--- config.mk ---
export PLATFORM = sky130hd
export DESIGN_NAME = seq_bit_serializer
export DESIGN_NICKNAME = d
export VERILOG_FILES = /design/src/rtl/seq_bit_serializer.sv
export SDC_FILE = /design/constraint.sdc
export NUM_CORES = 1
export LEC_CHECK = 0
export CELL_PAD_IN_SITES_DETAIL_PLACEMENT = 1
export CELL_PAD_IN_SITES_GLOBAL_PLACEMENT = 2
export CORE_UTILIZATION = 31
export CTS_BUF_LIST = sky130_fd_sc_hd__clkbuf_4
export CTS_CLUSTER_DIAMETER = 80
export DETAILED_ROUTE_END_ITERATION = 6
export PLACE_DENSITY_LB_ADDON = 0.1
export RECOVER_POWER = 25
export SYNTH_ARGS = -nofsm -noshare
export SYNTH_HDL_FRONTEND = slang
export SYNTH_SLANG_ARGS = --single-unit
export TNS_END_PERCENT = 30
--- constraint.sdc ---
create_clock -name clk -period 1.5 [get_ports clk]
set_clock_uncertainty 0.05 [all_clocks]
set_input_delay 0.3 -clock clk [delete_from_list [all_inputs] [get_ports clk]]
set_output_delay 0.3 -clock clk [all_outputs]
set_load 0.01 [all_outputs]
--- src/rtl/seq_bit_serializer.sv ---
// ---------------------------------------------------------------------------
// seq_bit_serializer
//
// Purpose:
//    Upstream feeder for the 10110 sequence detector. Parallel words arrive
//    over a valid/ready handshake, one word is buffered in a holding
//    register, and the word is shifted out one bit per clock on idata,
//    qualified by data_en. An optional number of idle cycles (GAP) is
//    forced after every word.
//
// Parameters:
//    DATA_W     word width in bits (2..32)
//    MSB_FIRST  1: bit DATA_W-1 goes out first, 0: bit 0 goes out first
//    GAP        idle cycles forced after every word (0..15)
//
// Ports:
//    clk       rising-edge clock
//    reset     synchronous, active-high reset
//    pdata     parallel word, captured when pvalid && pready
//    pvalid    pdata is valid
//    pready    holding register empty, a word can be accepted
//    idata     serial bit, forced to 0 whenever data_en is 0
//    data_en   idata carries a valid bit this cycle
//    bit_last  high together with the final bit of each word
//    busy      shifting, in the gap, or holding register full
// ---------------------------------------------------------------------------
module seq_bit_serializer #(
   parameter int DATA_W    = 8,
   parameter bit MSB_FIRST = 1'b1,
   parameter int GAP       = 0
) (
   input  logic              clk,
   input  logic              reset,
   input  logic [DATA_W-1:0] pdata,
   input  logic              pvalid,
   output logic              pready,
   output logic              idata,
   output logic              data_en,
   output logic              bit_last,
   output logic              busy
);

   localparam int               CNT_W        = (DATA_W > 1) ? $clog2(DATA_W) : 1;
   localparam logic [CNT_W-1:0] BIT_LAST_IDX = CNT_W'(DATA_W - 1);
   localparam logic [3:0]       GAP_LAST_IDX = 4'((GAP > 0) ? (GAP - 1) : 0);

   typedef enum logic [1:0] {
      ST_IDLE  = 2'd0,
      ST_SHIFT = 2'd1,
      ST_GAP   = 2'd2
   } StateType;

   StateType          state;
   StateType          stateNext;
   logic              loadShift;
   logic              holdValid;
   logic [DATA_W-1:0] holdReg;
   logic [DATA_W-1:0] shiftReg;
   logic [CNT_W-1:0]  bitCnt;
   logic [3:0]        gapCnt;
   logic              outBit;

   // The holding register can only take a word while it is empty, and never
   // while reset is asserted, so the source sees ready drop immediately.
   assign pready = !holdValid && !reset;

   // Anything in flight, including a word waiting in the holding register,
   // counts as busy.
   assign busy = (state != ST_IDLE) || holdValid;

   // The bit presented next is always the one at the leading end of the
   // shifter; the shift direction below keeps the next bit there.
   assign outBit = MSB_FIRST ? shiftReg[DATA_W-1] : shiftReg[0];

   // Next-state logic. loadShift marks every edge where the shifter takes the
   // held word; it doubles as the unload strobe for the holding register.
   // With GAP == 0 the last bit of one word can chain straight into the next
   // word so a full holding register streams without a bubble.
   always_comb begin
      stateNext = state;
      loadShift = 1'b0;
      unique case (state)
         ST_IDLE: begin
            if (holdValid) begin
               stateNext = ST_SHIFT;
               loadShift = 1'b1;
            end
         end
         ST_SHIFT: begin
            if (bitCnt == BIT_LAST_IDX) begin
               if (GAP > 0) begin
                  stateNext = ST_GAP;
               end else if (holdValid) begin
                  stateNext = ST_SHIFT;
                  loadShift = 1'b1;
               end else begin
                  stateNext = ST_IDLE;
               end
            end
         end
         ST_GAP: begin
            if (gapCnt == GAP_LAST_IDX) begin
               if (holdValid) begin
                  stateNext = ST_SHIFT;
                  loadShift = 1'b1;
               end else begin
                  stateNext = ST_IDLE;
               end
            end
         end
         default: begin
            stateNext = ST_IDLE;
         end
      endcase
   end

   // State register.
   always_ff @(posedge clk) begin
      if (reset) begin
         state <= ST_IDLE;
      end else begin
         state <= stateNext;
      end
   end

   // Holding register. A load and an accept can never coincide because
   // pready is low whenever there is something to load.
   always_ff @(posedge clk) begin
      if (reset) begin
         holdValid <= 1'b0;
         holdReg   <= '0;
      end else if (loadShift) begin
         holdValid <= 1'b0;
      end else if (pvalid && pready) begin
         holdValid <= 1'b1;
         holdReg   <= pdata;
      end
   end

   // Shifter and bit counter. The counter restarts on every load and parks
   // at zero after the final bit, so it never wraps inside a word whatever
   // DATA_W is.
   always_ff @(posedge clk) begin
      if (reset) begin
         shiftReg <= '0;
         bitCnt   <= '0;
      end else if (loadShift) begin
         shiftReg <= holdReg;
         bitCnt   <= '0;
      end else if (state == ST_SHIFT) begin
         shiftReg <= MSB_FIRST ? (shiftReg << 1) : (shiftReg >> 1);
         bitCnt   <= (bitCnt == BIT_LAST_IDX) ? '0 : (bitCnt + CNT_W'(1));
      end
   end

   // Gap counter: counts cycles spent in the gap state and is held at zero
   // everywhere else so each gap starts from a clean count.
   always_ff @(posedge clk) begin
      if (reset) begin
         gapCnt <= '0;
      end else if (state == ST_GAP) begin
         gapCnt <= gapCnt + 4'd1;
      end else begin
         gapCnt <= '0;
      end
   end

   // Registered serial outputs. They lag the shifter by one clock, which is
   // what gives the two-cycle accept-to-first-bit latency, and idata is
   // masked so the detector only ever sees 0 when data_en is low.
   always_ff @(posedge clk) begin
      if (reset) begin
         idata    <= 1'b0;
         data_en  <= 1'b0;
         bit_last <= 1'b0;
      end else begin
         data_en  <= (state == ST_SHIFT);
         idata    <= (state == ST_SHIFT) && outBit;
         bit_last <= (state == ST_SHIFT) && (bitCnt == BIT_LAST_IDX);
      end
   end

endmodule
Word level (Yosys, flattened, before mapping)
Index checks and enable logic that the tools add are counted.
{"block": "totals", "ff_bits": 29, "inputBits": 11, "wordCells": 46}
{"block": "op_classes", "addsub": 2, "eq_ne": 6, "muxes": 12, "bitwise_logic": 2, "reduce_logical": 15}
{"operator": "2-to-1 mux 8 bit", "n": 2}
{"operator": "2-to-1 mux 2 bit", "n": 3}
{"operator": "one-hot mux 2 bit (3 select lines)", "n": 1}
{"operator": "adder 4 x 1 -> 4 bit, second input constant", "n": 1}
{"operator": "logical AND 1 bit", "n": 4}
{"operator": "logical NOT 4 bit", "n": 1}
{"operator": "2-to-1 mux 1 bit", "n": 4}
{"operator": "!= test 2 bit, second input constant", "n": 2}
{"operator": "nonzero test 2 bit", "n": 2}
{"operator": "OR reduction 2 bit", "n": 2}
{"operator": "adder 3 x 1 -> 3 bit, second input constant", "n": 1}
{"operator": "equality test 3 bit, second input constant", "n": 1}
{"operator": "2-to-1 mux 3 bit", "n": 1}
{"operator": "one-hot mux 1 bit (3 select lines)", "n": 1}
{"operator": "AND reduction 3 bit", "n": 1}
{"operator": "equality test 2 x 1 -> 1 bit, second input constant", "n": 1}
{"operator": "equality test 2 bit, second input constant", "n": 1}
{"operator": "logical NOT 1 bit", "n": 2}
{"operator": "logical NOT 2 bit", "n": 1}
{"operator": "!= test 2 x 1 -> 1 bit, second input constant", "n": 1}
{"operator": "inverter 1 bit", "n": 2}
{"operator": "AND reduction 2 bit", "n": 1}
{"operator": "logical OR 1 bit", "n": 1}

Depth between registers and ports, before layout
{"block": "logic_depth", "word_depth": 5, "ltp_mapped": 6, "depth_no_buf": 5}

Least setup slack after synthesis
No wires, ideal clock.
{"block": "synth_timing", "path_kind": "reg-to-reg", "start": "reg bitCnt[0]", "end": "reg shiftReg[2]", "arrival_ps": 1308, "required_time_ps": 1312, "slack_ps": 4, "stages_incl_launch_ff": 7, "synth_period_minus_slack_ps": 1496, "path_cell_list": "dfxtp_1 -> ha_1 -> ha_1 -> nand2b_1 -> buf_4 -> a211oi_1 -> nor4_2"}
{"block": "synth_between", "elab_chain_len": 4, "word_cells_on_any_way": 5}
{"element": "start, declared", "line": "59", "rtl": "logic [CNT_W-1:0] bitCnt;"}
{"element": "start signal, assigned", "line": "152", "rtl": "bitCnt <= (bitCnt == BIT_LAST_IDX) ? '0 : (bitCnt + CNT_W'(1));"}
{"element": "equality test 3 bit *", "line": "90", "rtl": "if (bitCnt == BIT_LAST_IDX) begin"}
{"element": "2-to-1 mux 1 bit *", "line": "90"}
{"element": "one-hot mux 1 bit (3 select lines) *", "line": "82", "rtl": "unique case (state)"}
{"element": "2-to-1 mux 8 bit / nonzero test 2 bit (equally long branches)"}
{"element": "end signal, assigned", "line": "148", "rtl": "shiftReg <= holdReg;"}
{"element": "end signal, assigned", "line": "151", "rtl": "shiftReg <= MSB_FIRST ? (shiftReg << 1) : (shiftReg >> 1);"}
{"element": "end, declared", "line": "58", "rtl": "logic [DATA_W-1:0] shiftReg;"}
Every way passes the cells marked *; elsewhere a longest branch is shown, timed or not.
A chain may end at the register's enable or synchronous reset.

Worst setup path after layout
{"block": "layout_timing", "start": "reg state[0]", "end": "out busy"}
{"block": "layout_between", "elab_chain_len": 2}
{"element": "start, declared", "line": "53", "rtl": "StateType state;"}
{"element": "start signal, assigned", "line": "122", "rtl": "state <= stateNext;"}
{"element": "nonzero test 2 bit", "line": "69", "rtl": "assign busy = (state != ST_IDLE) || holdValid;"}
{"element": "logical OR 1 bit", "line": "69"}
{"element": "end, declared", "line": "40", "rtl": "output logic busy"}
No other way between the ends.

==> results.sh <==
export IMPL_antenna_found_initial=0
export IMPL_power_mw=1.284
export IMPL_hp_start="shiftReg[7]"
export IMPL_min_to="idata"
export IMPL_grt_max_degree=23
export IMPL_timing_final_ws_setup_ns=0.06482
export IMPL_nets=137
export IMPL_die_h_um=59.14
export IMPL_synth_area_per_cell_um2=10.02
export IMPL_critical_path_top_delay_family="flip-flops"
export IMPL_num_vias=767
export IMPL_syn2layout_area_growth_pct=31.27
export IMPL_cts_tree="done"
export IMPL_synth_distinct_cells=21
export IMPL_setup_viol=0
export IMPL_final_cell_mix="nor2_1 (22), dfxtp_1 (21), mux2i_1 (10), clkdlybuf4s50_1 (10), buf_4 (10)"
export IMPL_internal_power_mw=0.9281
export IMPL_path_buf_inv=2
export IMPL_place_congestion=0.6691
export IMPL_timing_rr_end="shiftReg[5]"
export IMPL_critical_path_arrival_ns=1.09
export IMPL_syn_inst=101
export IMPL_path_depth=3
export IMPL_slew_headroom_pct=80.81
export IMPL_synth_simple_gate_area_share_pct=27.69
export IMPL_drtIter0Drc=25
export IMPL_swShare_pct=27.70
export IMPL_cts_buffers=3
export IMPL_min_period_over_period_pct=95.68
export IMPL_diodes=0
export IMPL_yosys_warnings=0
export IMPL_hold_depth=1
export IMPL_synth_nets=114
export IMPL_coreArea_um2=3078
export IMPL_start_util_pct=32.89
export IMPL_port_buffer_count=15
export IMPL_power_frac_comb_pct=22.4
export IMPL_wl_per_cell_um=12.31
export IMPL_final_hold_viol_count=0
export IMPL_firstDrtPassIters=3
export IMPL_power_density_nw_per_um2=966.0
export IMPL_drc=0
export IMPL_grt_pass1_vias=730
export IMPL_via_per_inst=4.593
export IMPL_layout_drive_gt1_share_pct=27.64
export IMPL_seq_power_share_pct=55.6
export IMPL_reg2reg_slack_ns=0.09
export IMPL_row_count=20
export IMPL_clockBufferDepth=2
export IMPL_postCtsHoldBufs=0
export IMPL_leakage_nw=0.5198
export IMPL_cp_max_fo=2
export IMPL_insertion_delay_ns=0.30
export IMPL_fmax_ghz=0.6968
export IMPL_required_ns=1.15
export IMPL_die_w_um=59.14
export IMPL_p_clk_share_pct=21.9
export IMPL_ant_nets=0
export IMPL_power_switching_mw=0.3555
export IMPL_gr_total_overflow=0
export IMPL_worstHoldPathType="reg -> reg"
export IMPL_top_level_ports=16
export IMPL_synthXorXnorAreaFrac_pct=0
export IMPL_setup_tns_final_ns=0
export IMPL_cp_slowest_cell="dfxtp_2"
export IMPL_cts_root_buffer="clkbuf_4"
export IMPL_drv_cap=0
export IMPL_fin_crit_ns=1.435
export IMPL_clkTransAtPathRegs_ns=0.13
export IMPL_r2r_start="bitCnt[1]"
export IMPL_crit_chain="nor2_4 -> inv_2 -> dlygate4sd2_1"
export IMPL_rsz0062_at_grt="false"
export IMPL_synth_top_family_by_area="simple AND/OR/NAND/NOR gates"
export IMPL_synth_fa_ha_area_share_pct=2.472
export IMPL_worst_pin_slew_ns=0.2878
export IMPL_ys_ff_latch=24
export IMPL_r2r_cells=5
export IMPL_met1Wirelength_mm=1.022
export IMPL_synth_compound_gate_area_share_pct=6.799
export IMPL_clock_sinks=24
export IMPL_finalWirelength_mm=2.056
export IMPL_final_common_cell="nor2_1"
export IMPL_seq_area_frac_synth_pct=47.47
export IMPL_grt_pass1_wl_mm=3.194
export IMPL_grt_usage_pct=12.44
export IMPL_run_status="finished clean"
export IMPL_endpoint_kind="output pin"
export IMPL_ir_worst_vdd_v=0.0003610
export IMPL_h_tree_depth=1
export IMPL_hpwlAfterDp_mm=1.396
export IMPL_synthMuxAreaShare_pct=9.889
export IMPL_synth_area_um2=1012
export IMPL_slew_viol_final=0
export IMPL_path_class="reg -> out"
export IMPL_final_util_pct=43.17
export IMPL_dr_wl_met2_um=964
export IMPL_max_stage_delay_ns=0.36
export IMPL_die_area_um2=3498
export IMPL_dpl_worst_slack_ns=-0.2540
export IMPL_cp_start_kind="flop"
export IMPL_top_layer="met4"
export IMPL_route_met3_wl_um=48
power by group through the flow:
stage	Clock, mW	Sequential [mW]	Combinational, mW
after floorplan	0	0.719	0.187
after global placement	0	0.726	0.268
after detailed placement	0	0.728	0.272
after CTS	0.299	0.713	0.290
after global routing	0.324	0.720	0.318
final	0.282	0.714	0.288
registers in the layout, summed over array words and instances, names as in the netlist:
register	flops
idata	1
holdValid	1
bitCnt	3
data_en	1
bit_last	1
holdReg	8
state	1
shiftReg	8
worst reg2reg max path: cells and delay by family, from the launching register on:
kind / cells / cell delay (ns)
adders and majority gates: 2 / 0.33
DFF: 1 / 0.36
and+or+nand+nor: 2 / 0.27
AOI/OAI and AO/OA: 1 / 0.30
through the flow:
stage	hold WS (ns)	std cells	instance area, um^2
finish	0.4450	167	1329
global route	0.4725	167	1329
CTS	0.4476	168	1301
floorplan	0.3283	101	1012
detailed placement	0.4163	161	1231
global placement	0.4020	161	1231
routing by layer:
layer  vias to the layer above  global-route usage (%)
li1                        395                       -
met1                       359                   15.02
met2                        11                   21.43
met3                         2                   2.620
met4                         0                   5.102
met5                         -                       0
kinds of logic (layout without fill, tap and decap cells):
| family | count (synthesis) | after routing |
|---|---|---|
| simple gates | 47 | 47 |
| flops | 24 | 24 |
| mux | 10 | 10 |
| compound gates | 9 | 9 |
| buf+inv | 9 | 31 |
| fa+ha+maj | 2 | 2 |
cells in the mapped netlist:
cell type / instances / share of area, %
a211oi_1: 7 / 5.2
a22oi_1: 1 / 0.74
a32oi_1: 1 / 0.87
and2_1: 3 / 1.9
buf_1: 1 / 0.37
buf_2: 1 / 0.49
buf_4: 4 / 3.0
buf_6: 1 / 1.1
clkbuf_1: 1 / 0.37
dfxtp_1: 24 / 47
ha_1: 2 / 2.5
inv_2: 1 / 0.37
mux2i_1: 10 / 9.9
nand2b_1: 1 / 0.62
nor2_1: 22 / 8.2
nor2_4: 1 / 1.1
nor2b_1: 3 / 1.9
nor3_1: 3 / 1.5
nor3b_1: 7 / 5.2
nor4_1: 2 / 1.2
nor4_2: 5 / 6.2
what timing repair did:
action	in CTS	in global routing
buffers inserted	3	0
resized for setup	18	7
pin swaps	1	5
setup endpoints to repair	16	8
worst max path at each step:
stage	start	endpoint	slack [ns]
floorplan	bitCnt[0]	shiftReg[2]	0.004
detailed placement	reset	pready	-0.25
CTS	bitCnt[0]	shiftReg[5]	-0.009
global route	state[0]	busy	0.002
finish	state[0]	busy	0.06
global placement	reset	pready	-0.26
cell type report:
cell class	instances	area [um^2]
Fill cell	342	1749
Multi-Input combinational cell	68	536.8
Sequential cell	24	486.7
Timing Repair Buffer	26	220.2
Tap cell	44	55.05
Clock buffer	3	22.52
Clock inverter	1	3.754
Inverter	1	3.754
(Power assumes the default switching activity.)
